===== src/rtl/adder_pkg.sv =====
// Shared constants and result type for the registered adder.
// Build option ADDER_SAT_EN (consumed by the top) selects a saturating q.
package adder_pkg;

    localparam int DEFAULT_WIDTH = 4;
    localparam int MAX_WIDTH     = 64;
    localparam int CLA_GROUP     = 4;

    // Widest supported result; narrower adders zero-fill the upper sum bits.
    typedef struct packed {
        logic [MAX_WIDTH-1:0] sum;
        logic                 carry;
        logic                 ovf;
    } adder_res_t;

    function automatic int cla_groups(input int width);
        return (width + CLA_GROUP - 1) / CLA_GROUP;
    endfunction

endpackage


===== src/rtl/adder_cla.sv =====
// Combinational carry-lookahead core: 4-bit generate/propagate groups with the
// group carries rippled between them; the last group shrinks to fit WIDTH.
module adder_cla
    import adder_pkg::*;
#(
    parameter int WIDTH = DEFAULT_WIDTH
) (
    input  logic [WIDTH-1:0] a,
    input  logic [WIDTH-1:0] b,
    output logic [WIDTH-1:0] sum_n,
    output logic             carry_n,
    output logic             ovf_n
);

    localparam int NGROUPS = cla_groups(WIDTH);

    for (genvar g = 0; g < NGROUPS; g++) begin : g_grp
        localparam int LO = g * CLA_GROUP;
        localparam int GW = ((WIDTH - LO) < CLA_GROUP) ? (WIDTH - LO) : CLA_GROUP;

        logic [GW-1:0] w_p;
        logic [GW-1:0] w_g;
        logic [GW:0]   w_cc;
        logic          w_cin;
        logic          w_cout;
        logic          w_term;

        assign w_p = a[LO +: GW] ^ b[LO +: GW];
        assign w_g = a[LO +: GW] & b[LO +: GW];

        if (g == 0) begin : g_first
            assign w_cin = 1'b0;
        end else begin : g_rest
            assign w_cin = g_grp[g-1].w_cout;
        end

        // Each carry is a flat sum of products over this group's g/p terms,
        // so no carry inside the group depends on another in-group carry.
        always_comb begin
            w_cc   = '0;
            w_term = 1'b0;
            for (int i = 0; i <= GW; i++) begin
                w_term = w_cin;
                for (int k = 0; k < i; k++) begin
                    w_term = w_term & w_p[k];
                end
                w_cc[i] = w_term;
                for (int j = 0; j < i; j++) begin
                    w_term = w_g[j];
                    for (int k = j + 1; k < i; k++) begin
                        w_term = w_term & w_p[k];
                    end
                    w_cc[i] = w_cc[i] | w_term;
                end
            end
        end

        assign w_cout          = w_cc[GW];
        assign sum_n[LO +: GW] = w_p ^ w_cc[GW-1:0];
    end

    assign carry_n = g_grp[NGROUPS-1].w_cout;
    assign ovf_n   = (a[WIDTH-1] == b[WIDTH-1]) && (sum_n[WIDTH-1] != a[WIDTH-1]);

endmodule


===== src/rtl/adder.sv =====
// Registered adder stage: one-cycle latency, carry and signed-overflow flags.
// Define ADDER_SAT_EN to clamp q to all ones whenever the sum carries out.
module adder
    import adder_pkg::*;
#(
    parameter int WIDTH = DEFAULT_WIDTH
) (
    input  logic             clk,
    input  logic             rst,
    input  logic             in_valid,
    input  logic [WIDTH-1:0] a,
    input  logic [WIDTH-1:0] b,
    output logic             out_valid,
    output logic [WIDTH-1:0] q,
    output logic             carry,
    output logic             ovf
);

    // Handshake: in_valid qualifies a/b for one rising edge; there is no ready,
    // so every accepted pair yields out_valid for exactly one cycle, one edge later.

    logic [WIDTH-1:0] w_sum;
    logic             w_carry;
    logic             w_ovf;
    adder_res_t       w_res;
    logic [WIDTH-1:0] w_q_next;

    logic [WIDTH-1:0] r_q;
    logic             r_carry;
    logic             r_ovf;
    logic             r_valid;

    adder_cla #(.WIDTH(WIDTH)) u_cla (
        .a       (a),
        .b       (b),
        .sum_n   (w_sum),
        .carry_n (w_carry),
        .ovf_n   (w_ovf)
    );

    always_comb begin
        w_res                = '0;
        w_res.sum[WIDTH-1:0] = w_sum;
        w_res.carry          = w_carry;
        w_res.ovf            = w_ovf;
    end

    if (WIDTH < MAX_WIDTH) begin : g_pad
        logic w_unused_pad;
        assign w_unused_pad = |w_res.sum[MAX_WIDTH-1:WIDTH];
    end

`ifdef ADDER_SAT_EN
    assign w_q_next = w_res.carry ? {WIDTH{1'b1}} : w_res.sum[WIDTH-1:0];
`else
    assign w_q_next = w_res.sum[WIDTH-1:0];
`endif

    // Reset wins over in_valid; idle cycles keep the last result visible.
    always_ff @(posedge clk) begin
        if (rst) begin
            r_q     <= '0;
            r_carry <= 1'b0;
            r_ovf   <= 1'b0;
            r_valid <= 1'b0;
        end else begin
            r_valid <= in_valid;
            if (in_valid) begin
                r_q     <= w_q_next;
                r_carry <= w_res.carry;
                r_ovf   <= w_res.ovf;
            end
        end
    end

    assign out_valid = r_valid;
    assign q         = r_q;
    assign carry     = r_carry;
    assign ovf       = r_ovf;

endmodule


===== config.mk =====
export PLATFORM = sky130hd
export DESIGN_NAME = adder
export DESIGN_NICKNAME = d
export VERILOG_FILES = /design/src/rtl/adder_pkg.sv /design/src/rtl/adder_cla.sv /design/src/rtl/adder.sv
export SDC_FILE = /design/constraint.sdc
export NUM_CORES = 1
export LEC_CHECK = 0
export ABC_AREA = 1
export CAP_MARGIN = 10
export CORE_AREA = 5 5 42 44
export DETAILED_ROUTE_END_ITERATION = 6
export DIE_AREA = 0 0 47 49
export GPL_ROUTABILITY_DRIVEN = 0
export GPL_TIMING_DRIVEN = 0
export PLACE_DENSITY = 0.67
export RECOVER_POWER = 100
export SYNTH_ARGS = -nofsm -noshare
export SYNTH_HDL_FRONTEND = slang
export SYNTH_HIERARCHICAL = 1
export SYNTH_SLANG_ARGS = --single-unit

===== constraint.sdc =====
create_clock -name clk -period 1.3 [get_ports clk]
set_input_delay 0.195 -clock clk [delete_from_list [all_inputs] [get_ports clk]]
set_output_delay 0.195 -clock clk [all_outputs]
set_load 0.01 [all_outputs]

==> qor.yml, run 1 <==
synth_mux_area_share_pct: 0
firstDrtPassIters: 3
worst_slew_pin_slew_ps: 188
grt_max_degree: 11
peakVddDrop_v: 0.000471
die_width_um: 47
rsz0062_at_grt: "false"
finalHoldViolCount: 0
cts_buffers: 3
netlist_top_cells_area: "dfxtp_1 (32%), ha_1 (14%), nand2_1 (14%)"
synth_most_common_cell: "nand2_1"
synthFlopType: "dfxtp_1"
n_antenna_cell: 0
synth_xor_area_share_pct: 3.97
placed_cell_area_sq_um: 632
synth.top_cell.area_share_pct: 31.7
reg2reg_depth: 2
synth_top_area_cell: "dfxtp_1"
netlist_area_sq_um: 442
cts_tree: "yes"
synth-seq-area-share_pct: 31.7
area_delta_synth_final_pct: 51.6
rows: 14
grt_overflow: 0
holdPathStages: 2
ys.warnings.count: 6
post-route-min-period_ps: 1200
antenna_found_initial: 0
setup_ws_ps: 96.3
report.final.slew_viol_count: 0
ys_ff_latch: 7
syn-mean-instance-area_sq_um: 7.01
slew_headroom_pct: 87.4
drc: 0
synthSimpleGateAreaFrac_pct: 29.2
cts.sinks: 7
worstPathMaxFanout: 3
holdCritPathClass: "reg2reg"
worstSkewPairLatency_ps: 250
antenna_left: 0
leakage_nw: 0.372
post-place-ws_ps: -491
synth_top_family_by_area: "simple AND/OR/NAND/NOR gates"
place_hpwl_um: 692
grt_pass1_vias: 369
drtIter0Drc: 7
hp-start: "q[3]"
dieArea_sq_mm: 0.00230
vias: 420
max_freq_mhz: 831
rr_startpoint: "q[1]"
whs_endpoint: "q[3]"
maxCapViolCount: 0
synthAdderAreaFrac_pct: 18.7
synth-edff-count: 0
cp-start-kind: "input port"
syn_nets: 80
async_reset_ff_share_pct: 0
fp.coreArea_sq_mm: 0.00140
r2r_slack_ps: 750
worst_setup_path_end_kind: "flop"
setup_viol: 0
synth_cell_types: 12
synth_common_cells: "nand2_1 (16), inv_1 (14), nor2_1 (14)"
die_h_um: 49
grt_pass1_wl_um: 1410
final_area_sq_um: 669
cts_root_buf: "clkbuf_4"
status: "complete, no violations"
crit_required_ps: 1450
hold_buffers: 0
drive_gt1_share_pct: 17.6
path_clk_slew_ps: 50
critPathKind: "in2reg"
cp.arrival_ps: 1350
htree_levels: 1
syn_inst: 63
final_net_count: 103
grt_usage_pct: 8.39
timing.rr.end: "q[1]"
wl_per_cell_um: 8.19
fin_crit_sh_pct: 92.6
vias_per_cell: 4.16
ios: 18
start_util_pct: 31.5
io_buffers: 17
cellPowerDensity_mw_per_mm2: 915
finalClockSkew_ps: 0
clockBufferDepth: 2
synth_compound_area_share_pct: 1.98
wl_um: 827
through the flow:
| stage | setup TNS, ps | util (%) | hold WS (ps) | total power, mW | cells |
|---|---|---|---|---|---|
| 6_report | 0 | 47.8 | 464 | 0.612 | 101 |
| 5_1_grt | 0 | 47.8 | 488 | 0.670 | 101 |
| 4_1_cts | 0 | 48.0 | 467 | 0.629 | 101 |
| 3_5_place_dp | -2220 | 45.1 | 465 | 0.428 | 96 |
| 3_3_place_gp | -2070 | 45.1 | 458 | 0.425 | 96 |
| 2_1_floorplan | 0 | - | 266 | 0.345 | 63 |
cell type report:
cell class | instances | area (sq um)
well taps | 16 | 20.0
plain buffers | 1 | 5.00
inverters | 14 | 52.6
multi-input cells | 41 | 270
flip-flops and latches | 7 | 140
repair buffers | 18 | 155
fillers | 165 | 732
clock buffers | 4 | 26.3
report_power, final:
part | total (mW) | internal (mW) | switching (mW)
registers | 0.239 | 0.233 | 0.00679
clock network | 0.201 | 0.117 | 0.0833
logic | 0.172 | 0.0886 | 0.0836
total | 0.612 | 0.439 | 0.174
timing repair:
item	in CTS	in global routing
buffers inserted	1	0
endpoints found under the setup margin	11	4
pin swaps	11	6
resized for setup	19	4
logic make-up after synthesis:
group / count (synthesis)
AO/OA/AOI/OAI: 1
XOR/XNOR: 2
adder cells (fa/ha/maj): 6
buffers and inverters: 15
flip-flops: 7
AND/OR/NAND/NOR: 32
state kept, by name, indices dropped and copies added, names as in the netlist:
name	cells
ovf	1
carry	1
q	4
out_valid	1
routing by layer:
layer / part of all wire [%] / GRT usage [%]
met2: 52 / 12.7
met5: 0 / 0
met1: 39 / 9.25
met3: 8.9 / 5.54
met4: 0 / 2.76
layout by cell type (no fill, tap or decap), drive strengths merged:
cell type       n
buf             1
clkdlybuf4s25   1
nor2           15
inv            14
xor2            1
nand2          16
clkdlybuf4s50   3
dlygate4sd2    10
a21o            1
fa              1
nand3           1
ha              5
dfxtp           7
xnor2           1
dlygate4sd3     1
clkbuf          7
worst max-delay path, stage by stage:
cell and delay (ps):
clkdlybuf4s50_1 550, ha_4 230, a21o_2 200, inv_1 40, nand2_1 40, nand2_1 50
nor2_1 40
worst max-delay path by stage:
stage / cells past startpoint / startpoint / to / slack (ps)
3_3_place_gp: 10 / a[1] / carry / -470
3_5_place_dp: 10 / a[1] / carry / -490
2_1_floorplan: 9 / a[1] / carry / 50
4_1_cts: 1 / out_valid / out_valid / 9
6_report: 7 / a[3] / carry / 100
5_1_grt: 12 / a[0] / ovf / 10
Note: power is estimated with default switching activity, not from simulation.
==> inputs of run 2 (changes only) <==
--- a/config.mk
+++ b/config.mk
@@ -12,7 +12,7 @@
 export DIE_AREA = 0 0 47 49
 export GPL_ROUTABILITY_DRIVEN = 0
 export GPL_TIMING_DRIVEN = 0
-export PLACE_DENSITY = 0.67
+export PLACE_DENSITY = 0.66
 export RECOVER_POWER = 100
 export SYNTH_ARGS = -nofsm -noshare
 export SYNTH_HDL_FRONTEND = slang
==> run 2 against run 1 <==
- routed wire length rose by 9.3%
- utilization rose by 2.0 points
- non-clock buffer count did not move
- clock skew did not move
- clock power fell by 4%
- worst setup slack got worse by 4.0 ps
- combinational power rose by 9%
- critical endpoint is now q[1]
- critical path type unchanged
- via count rose by 2.4%
==> qor.yml, run 2 (same netlist as run 1, synthesis figures left out) <==
post-route-min-period_ps: 1210  # was 1200 ps
die_h_um: 49  # unchanged
area_delta_synth_final_pct: 57.8  # was 51.6%
largest_reg_flops: 4  # unchanged
final_net_count: 103  # unchanged
worst_slew_pin_slew_ps: 194  # was 188 ps
worstSkewPairLatency_ps: 250  # about the same
setup_viol: 0  # unchanged
cts_tree: "yes"  # unchanged
wl_um: 904  # was 827 um
wl_per_cell_um: 8.95  # was 8.19 um
vias: 430  # was 420
maxCapViolCount: 0  # unchanged
path_clk_slew_ps: 50  # about the same
timing.rr.end: "q[1]"  # unchanged
cts_buffers: 3  # unchanged
crit_required_ps: 1440  # was 1450 ps
cellPowerDensity_mw_per_mm2: 892  # was 915 mW/mm^2
reg2reg_depth: 2  # unchanged
antenna_left: 0  # unchanged
whs_endpoint: "ovf"  # was q[3]
slew_headroom_pct: 87.1  # was 87.4%
dpl.cell_count: 96  # unchanged
cp.arrival_ps: 1350  # about the same
grt_pass1_vias: 393  # was 369
status: "complete, no violations"  # unchanged
die_width_um: 47  # unchanged
report.final.slew_viol_count: 0  # unchanged
holdCritPathClass: "reg2reg"  # unchanged
ios: 18  # unchanged
hp-start: "ovf"  # was q[3]
grt_overflow: 0  # unchanged
cts.sinks: 7  # unchanged
rows: 14  # unchanged
htree_levels: 1  # unchanged
grt_max_degree: 11  # unchanged
fin_cells: 101  # unchanged
start_util_pct: 31.5  # unchanged
power_mw: 0.622  # was 0.612 mW
r2r_slack_ps: 750  # about the same
drive_gt1_share_pct: 21.2  # was 17.6%
fp.coreArea_sq_mm: 0.00140  # unchanged
peakVddDrop_v: 0.000741  # was 0.000471 V
grt_usage_pct: 8.81  # was 8.39%
setup_ws_ps: 92.3  # was 96.3 ps
hold_buffers: 0  # unchanged
max_freq_mhz: 828  # was 831 MHz
rr_startpoint: "q[1]"  # unchanged
antenna_found_initial: 0  # unchanged
fin_crit_sh_pct: 92.9  # was 92.6%
rsz0062_at_grt: "false"  # unchanged
worst_setup_path_end_kind: "flop"  # unchanged
holdPathStages: 2  # unchanged
clockBufferDepth: 2  # unchanged
drc: 0  # unchanged
vias_per_cell: 4.26  # was 4.16
cts_root_buf: "clkbuf_4"  # unchanged
finalHoldViolCount: 0  # unchanged
cp-start-kind: "input port"  # unchanged
critPathKind: "in2reg"  # unchanged
finalClockSkew_ps: 0  # unchanged
grt_pass1_wl_um: 1460  # was 1410 um
hold_slack_ps: 464  # about the same
worstPathMaxFanout: 2  # was 3
drtIter0Drc: 0  # was 7
post-place-ws_ps: -476  # was -491 ps
leakage_nw: 0.394  # was 0.372 nW
final_cell_mix: "nor2_1 (14), inv_1 (14), nand2_1 (14)"  # was nand2_1 (16), nor2_1 (14), inv_1 (14)
firstDrtPassIters: 1  # was 3
n_antenna_cell: 0  # unchanged
place_hpwl_um: 742  # was 692 um
dieArea_sq_mm: 0.00230  # unchanged
io_buffers: 17  # unchanged
run 2: changes by cell type in the layout (fill, tap and decap cells not counted), sizes merged:
cell / delta
dlygate4sd2: +1
clkdlybuf4s50: -1
buf: +1
clkbuf: -1
clkdlybuf4s25: -1
dlymetal6s2s: +1
run 2: layer usage:
metal	part of all wire, %	up-vias	track usage, %
met1	40	196	8.59
met4	0	0	4.15
met3	4.2	0	4.43
met5	0	-	0
li1	-	225	-
met2	55	9	14.7
run 2: worst max-delay path, stage by stage:
cell and delay, ps:
dlygate4sd2_1 200, ha_2 170, inv_1 60, fa_2 520, inv_1 40, inv_1 40
nand2_1 40, nand2_1 50, nor2_1 40
run 2: area by class of cell:
class	count	area, sq um
fillers	166	704
multi-input cells	41	290
repair buffers	18	156
flip-flops and latches	7	140
inverters	14	52.6
clock buffers	4	26.3
well taps	16	20.0
plain buffers	1	11.3
run 2: timing repair:
| item | 4_1_cts | 5_1_grt |
|---|---|---|
| endpoints found under the setup margin | 12 | 3 |
| setup buffers | 1 | 0 |
| resized for setup | 22 | 7 |
| pin swaps | 14 | 5 |
run 2: worst max path at each step:
stage	from	to	slack, ps	cells past startpoint
final	b[0]	q[1]	90	9
after global routing	b[0]	q[2]	20	9
after CTS	b[1]	ovf	30	12
after detailed placement	a[1]	carry	-480	10
after global placement	a[1]	carry	-470	10
after floorplan	a[1]	carry	50	9
run 2: metrics by stage:
| stage | setup TNS, ps | utilization, % | cell area, sq um |
|---|---|---|---|
| 6_report | 0 | 49.7 | 697 |
| 5_1_grt | 0 | 49.7 | 697 |
| 4_1_cts | 0 | 48.7 | 682 |
| 3_5_place_dp | -2200 | 45.1 | 632 |
| 3_3_place_gp | -2080 | 45.1 | 632 |
| 2_1_floorplan | 0 | - | 442 |
run 2: power by group:
part / total [mW] / switching [mW] / leakage [nW] / internal [mW]
clock network: 0.193 / 0.0765 / 0.0150 / 0.117
registers: 0.240 / 0.00716 / 0.0582 / 0.233
logic: 0.188 / 0.0909 / 0.321 / 0.0976
==> edit 1 (settings of run 2) <==
Add an input register stage for `in_valid`, `a` and `b`, with the module's reset; this delays them by one clock. Comments in the files are not updated.
--- a/src/rtl/adder.sv
+++ b/src/rtl/adder.sv
@@ -16,6 +16,22 @@
     output logic             ovf
 );
 
+    logic in_valid_q;
+    logic [WIDTH-1:0] a_q;
+    logic [WIDTH-1:0] b_q;
+
+    always_ff @(posedge clk) begin
+        if (rst) begin
+            in_valid_q <= '0;
+            a_q        <= '0;
+            b_q        <= '0;
+        end else begin
+            in_valid_q <= in_valid;
+            a_q        <= a;
+            b_q        <= b;
+        end
+    end
+
     // Handshake: in_valid qualifies a/b for one rising edge; there is no ready,
     // so every accepted pair yields out_valid for exactly one cycle, one edge later.
 
@@ -31,8 +47,8 @@
     logic             r_valid;
 
     adder_cla #(.WIDTH(WIDTH)) u_cla (
-        .a       (a),
-        .b       (b),
+        .a       (a_q),
+        .b       (b_q),
         .sum_n   (w_sum),
         .carry_n (w_carry),
         .ovf_n   (w_ovf)
@@ -64,8 +80,8 @@
             r_ovf   <= 1'b0;
             r_valid <= 1'b0;
         end else begin
-            r_valid <= in_valid;
-            if (in_valid) begin
+            r_valid <= in_valid_q;
+            if (in_valid_q) begin
                 r_q     <= w_q_next;
                 r_carry <= w_res.carry;
                 r_ovf   <= w_res.ovf;
Behaviour: not the same (a bounded check fails within 4 cycles, from zero or initial values and one cycle with rst high).
==> edit 1 against run 2 <==
The flow now finishes with violations (setup timing); clock skew rose by 0.0024 ns; hold slack worse by 0.052 ns; synthesized area up 57%; setup slack lost 0.16 ns; cell area up 44%; sequential share of layout area up 12 points; sequential cell count is 9 higher; routed wire length increased by 31%; count of clock-buffer cells in the layout is the same; power rose by 69%; critical endpoint is now carry$_SDFFE_PP0P_; largest power group unchanged; highest routed layer unchanged.
==> edit 1: results (changes against run 2) <==
{| class="wikitable"
! Metric !! Value
|-
| DPL Wire Length || 830 um (+12%)
|-
| Met2 usage in global routing || 0.206 (+0.0588)
|-
| Part of the total power dissipated in the clock network || 0.314 (+0.003)
|-
| Fin Setup TNS || -0.183 ns (-0.183 ns)
|-
| Total length of routed wires || 1.19 mm (+31%)
|-
| Hold path startpoint || a[1]
|-
| Switching power as a share of total power || 0.250 (-0.0306)
|-
| Run status || finished, violations left
|-
| Crit path arrival time || 1.55 ns (+0.20 ns)
|-
| Final setup slack of the worst path || -0.0627 ns (-0.155 ns)
|-
| End of the worst hold path || a_q[1]$_SDFF_PP0_
|-
| Clock Latency Late Sink || 0.28 ns (+0.03 ns)
|-
| Ranking of synthesized cells by instance count || sky130_fd_sc_hd__inv_1 (23), sky130_fd_sc_hd__nor2_1 (23), sky130_fd_sc_hd__dfxtp_1 (16), sky130_fd_sc_hd__nand2_1 (16), sky130_fd_sc_hd__ha_1 (5)
|-
| Total length of routed met2 wires || 584 um (+17%)
|-
| Proportion of layout cells with a drive suffix above 1 || 0.250 (+0.0382)
|-
| Seq power || 0.538 mW (+120%)
|-
| Number of post-CTS setup repair buffers || 0 (-1)
|-
| Synth Net Count || 108 (+35%)
|-
| Proportion of synthesized chip area in sequential cells || 0.461 (+0.144)
|-
| Synth unique cells || 13 (+1)
|-
| Non-filler instance count after layout || 128 (+27%)
|-
| Cell Area, Placed || 917 um^2 (+45%)
|-
| Number of failing setup endpoints in the final timing report || 5 (+5)
|-
| Critical-path cell with the highest stage delay || sky130_fd_sc_hd__dfxtp_2
|-
| Leakage power of the design || 0.522 nW (+32%)
|-
| Global Route Usage Sum || 0.123 (+0.0346)
|-
| Total met3 wirelength after detailed routing || 100 um (+160%)
|-
| First-pass GRT wire length || 2.06 mm (+41%)
|-
| Number of optimization iterations in the first detailed-route pass || 3 (+2)
|-
| Worst setup skew after layout || 0.00237 ns (+0.00237 ns)
|-
| Met1 usage || 0.130 (+0.0444)
|-
| Number of cells produced by synthesis || 91 (+44%)
|-
| Critical Path End || carry$_SDFFE_PP0P_
|-
| Detailed-route vias per instance || 4.25 (-0.17%)
|-
| Drt initial violations || 5 (+5)
|-
| Rel. slew slack || 0.877 (+0.00609)
|-
| Path depth of the worst reg2reg path || 9 (+7)
|-
| CP Launch Point || b_q[1]$_SDFF_PP0_
|-
| Failing checks || setup timing
|-
| Clock transition time at the flip-flop clock pins of the worst setup and hold paths || 0.10 ns (+0.05 ns)
|-
| IR drop worst, VDD || 0.000742 V (about the same)
|}
edit 1: cell types whose count changed in the layout (fill, tap and decap cells not counted), moves of 4 or more:
cell,delta
sky130_fd_sc_hd__inv_2,+4
sky130_fd_sc_hd__inv_1,+5
sky130_fd_sc_hd__dlygate4sd2_1,-4
sky130_fd_sc_hd__dfxtp_1,+5
sky130_fd_sc_hd__clkdlybuf4s50_1,+8
sky130_fd_sc_hd__nor2_1,+8
sky130_fd_sc_hd__dfxtp_2,+4
edit 1: logic make-up (layout without fill, tap and decap cells):
family          Yosys count  count (layout)  synth area share
simple gates             41              41             0.234
buf+inv                  25              46             0.148
flops                    16              16             0.461
fa+ha+maj                 6               6             0.119
xor+xnor                  2               2            0.0252
compound gates            1               1            0.0126
edit 1: final cells by class:
type	instances	area [um^2]
Fill cell	126	399
Multi-Input combinational cell	50	357
Sequential cell	16	325
Timing Repair Buffer	17	161
Inverter	23	86.3
Clock buffer	4	36.3
Tap cell	16	20.0
Buffer	2	16.3
==> edit 2 (settings of run 2) <==
Made on the original files. The option `ADDER_SAT_EN` is turned on by a define.
--- a/src/rtl/adder.sv
+++ b/src/rtl/adder.sv
@@ -1,5 +1,7 @@
 // Registered adder stage: one-cycle latency, carry and signed-overflow flags.
 // Define ADDER_SAT_EN to clamp q to all ones whenever the sum carries out.
+`define ADDER_SAT_EN
+
 module adder
     import adder_pkg::*;
 #(
Formal check against the unedited RTL: not equivalent (a bounded check fails within 4 cycles, from zero or initial values and one cycle with rst high).
==> edit 2 against run 2 <==
Routed wire length up 19%; sequential share of layout area fell by 0.83 points; power is 5.9% higher; cell area up 4.3%; count of clock-buffer cells in the layout unchanged; setup slack lost 0.022 ns; sequential cell count stayed put; synthesized area increased by 0.28%; largest power group unchanged; highest routed layer is now met4.
==> edit 2: results (changes against run 2) <==
{| class="wikitable"
! Metric !! Value
|-
| Run status || complete, no violations
|-
| Total length of routed met2 wires || 630 um (+27%)
|-
| Share of the synthesized netlist area taken by xor and xnor gates || 0.0395 (-0.000112)
|-
| Count of buffers not belonging to the clock network in the layout || 18 (-1)
|-
| Crit path arrival time || 1.38 ns (+0.03 ns)
|-
| Ranking of synthesized cells by area || sky130_fd_sc_hd__dfxtp_1 (32%), sky130_fd_sc_hd__nand2_1 (17%), sky130_fd_sc_hd__ha_1 (14%)
|-
| Area share of fa/ha/maj cells after synthesis || 0.186 (-0.000528)
|-
| Total met3 wirelength after detailed routing || 58 um (+53%)
|-
| Critical R2R Launch || q[2]$_SDFFE_PP0P_
|-
| DPL Wire Length || 758 um (+2.2%)
|-
| Synth unique cells || 14 (+2)
|-
| Vias in the first global route || 415 (+5.6%)
|-
| Kind of path behind the tightest hold check || in2reg
|-
| Sum of routed wire segments on met1 || 367 um (+0.27%)
|-
| Synthesized area per cell || 7.14 um^2 (+1.9%)
|-
| Net count reported at finish || 102 (-0.97%)
|-
| IR drop worst, VDD || 0.000575 V (-22%)
|-
| Met3 Use GR || 0.0111 (-0.0332)
|-
| Leakage power of the design || 0.392 nW (-0.62%)
|-
| Global Route Usage Sum || 0.106 (+0.0183)
|-
| Cell Area, Placed || 633 um^2 (+0.20%)
|-
| Proportion of synthesized chip area in sequential cells || 0.316 (-0.000896)
|-
| Number of filler instances in the final layout || 165 (-0.60%)
|-
| First-pass GRT wire length || 1.68 mm (+15%)
|-
| Pre-CTS setup slack || -0.548 ns (-0.0723 ns)
|-
| Rel. slew slack || 0.874 (+0.00332)
|-
| Met1 usage || 0.0991 (+0.0132)
|}
==> edit 2: cells by family (layout without fill, tap and decap cells) <==
logic type | after synthesis | after routing
AO/OA/AOI/OAI | 1 | 1
XOR/XNOR | 2 | 2
adder cells (fa/ha/maj) | 6 | 6
buffers and inverters | 14 | 36
flip-flops | 7 | 7
AND/OR/NAND/NOR | 32 | 32
==> edit 2: path summary, 6_finish.rpt <==
kind         depth (start not counted)                 to  slack [ns]
max reg2reg                          2  q[2]$_SDFFE_PP0P_        0.75
min                                  6  q[0]$_SDFFE_PP0P_        0.45
min reg2reg                          2  q[0]$_SDFFE_PP0P_        0.47
max                                  9  q[1]$_SDFFE_PP0P_        0.07
==> edit 2: power groups by stage <==
stage	clock, mW	sequential, mW	combinational [mW]
after floorplan	0	0.257	0.0936
after global placement	0	0.247	0.187
after detailed placement	0	0.248	0.194
after CTS	0.212	0.244	0.196
after global routing	0.227	0.245	0.243
final	0.201	0.243	0.214
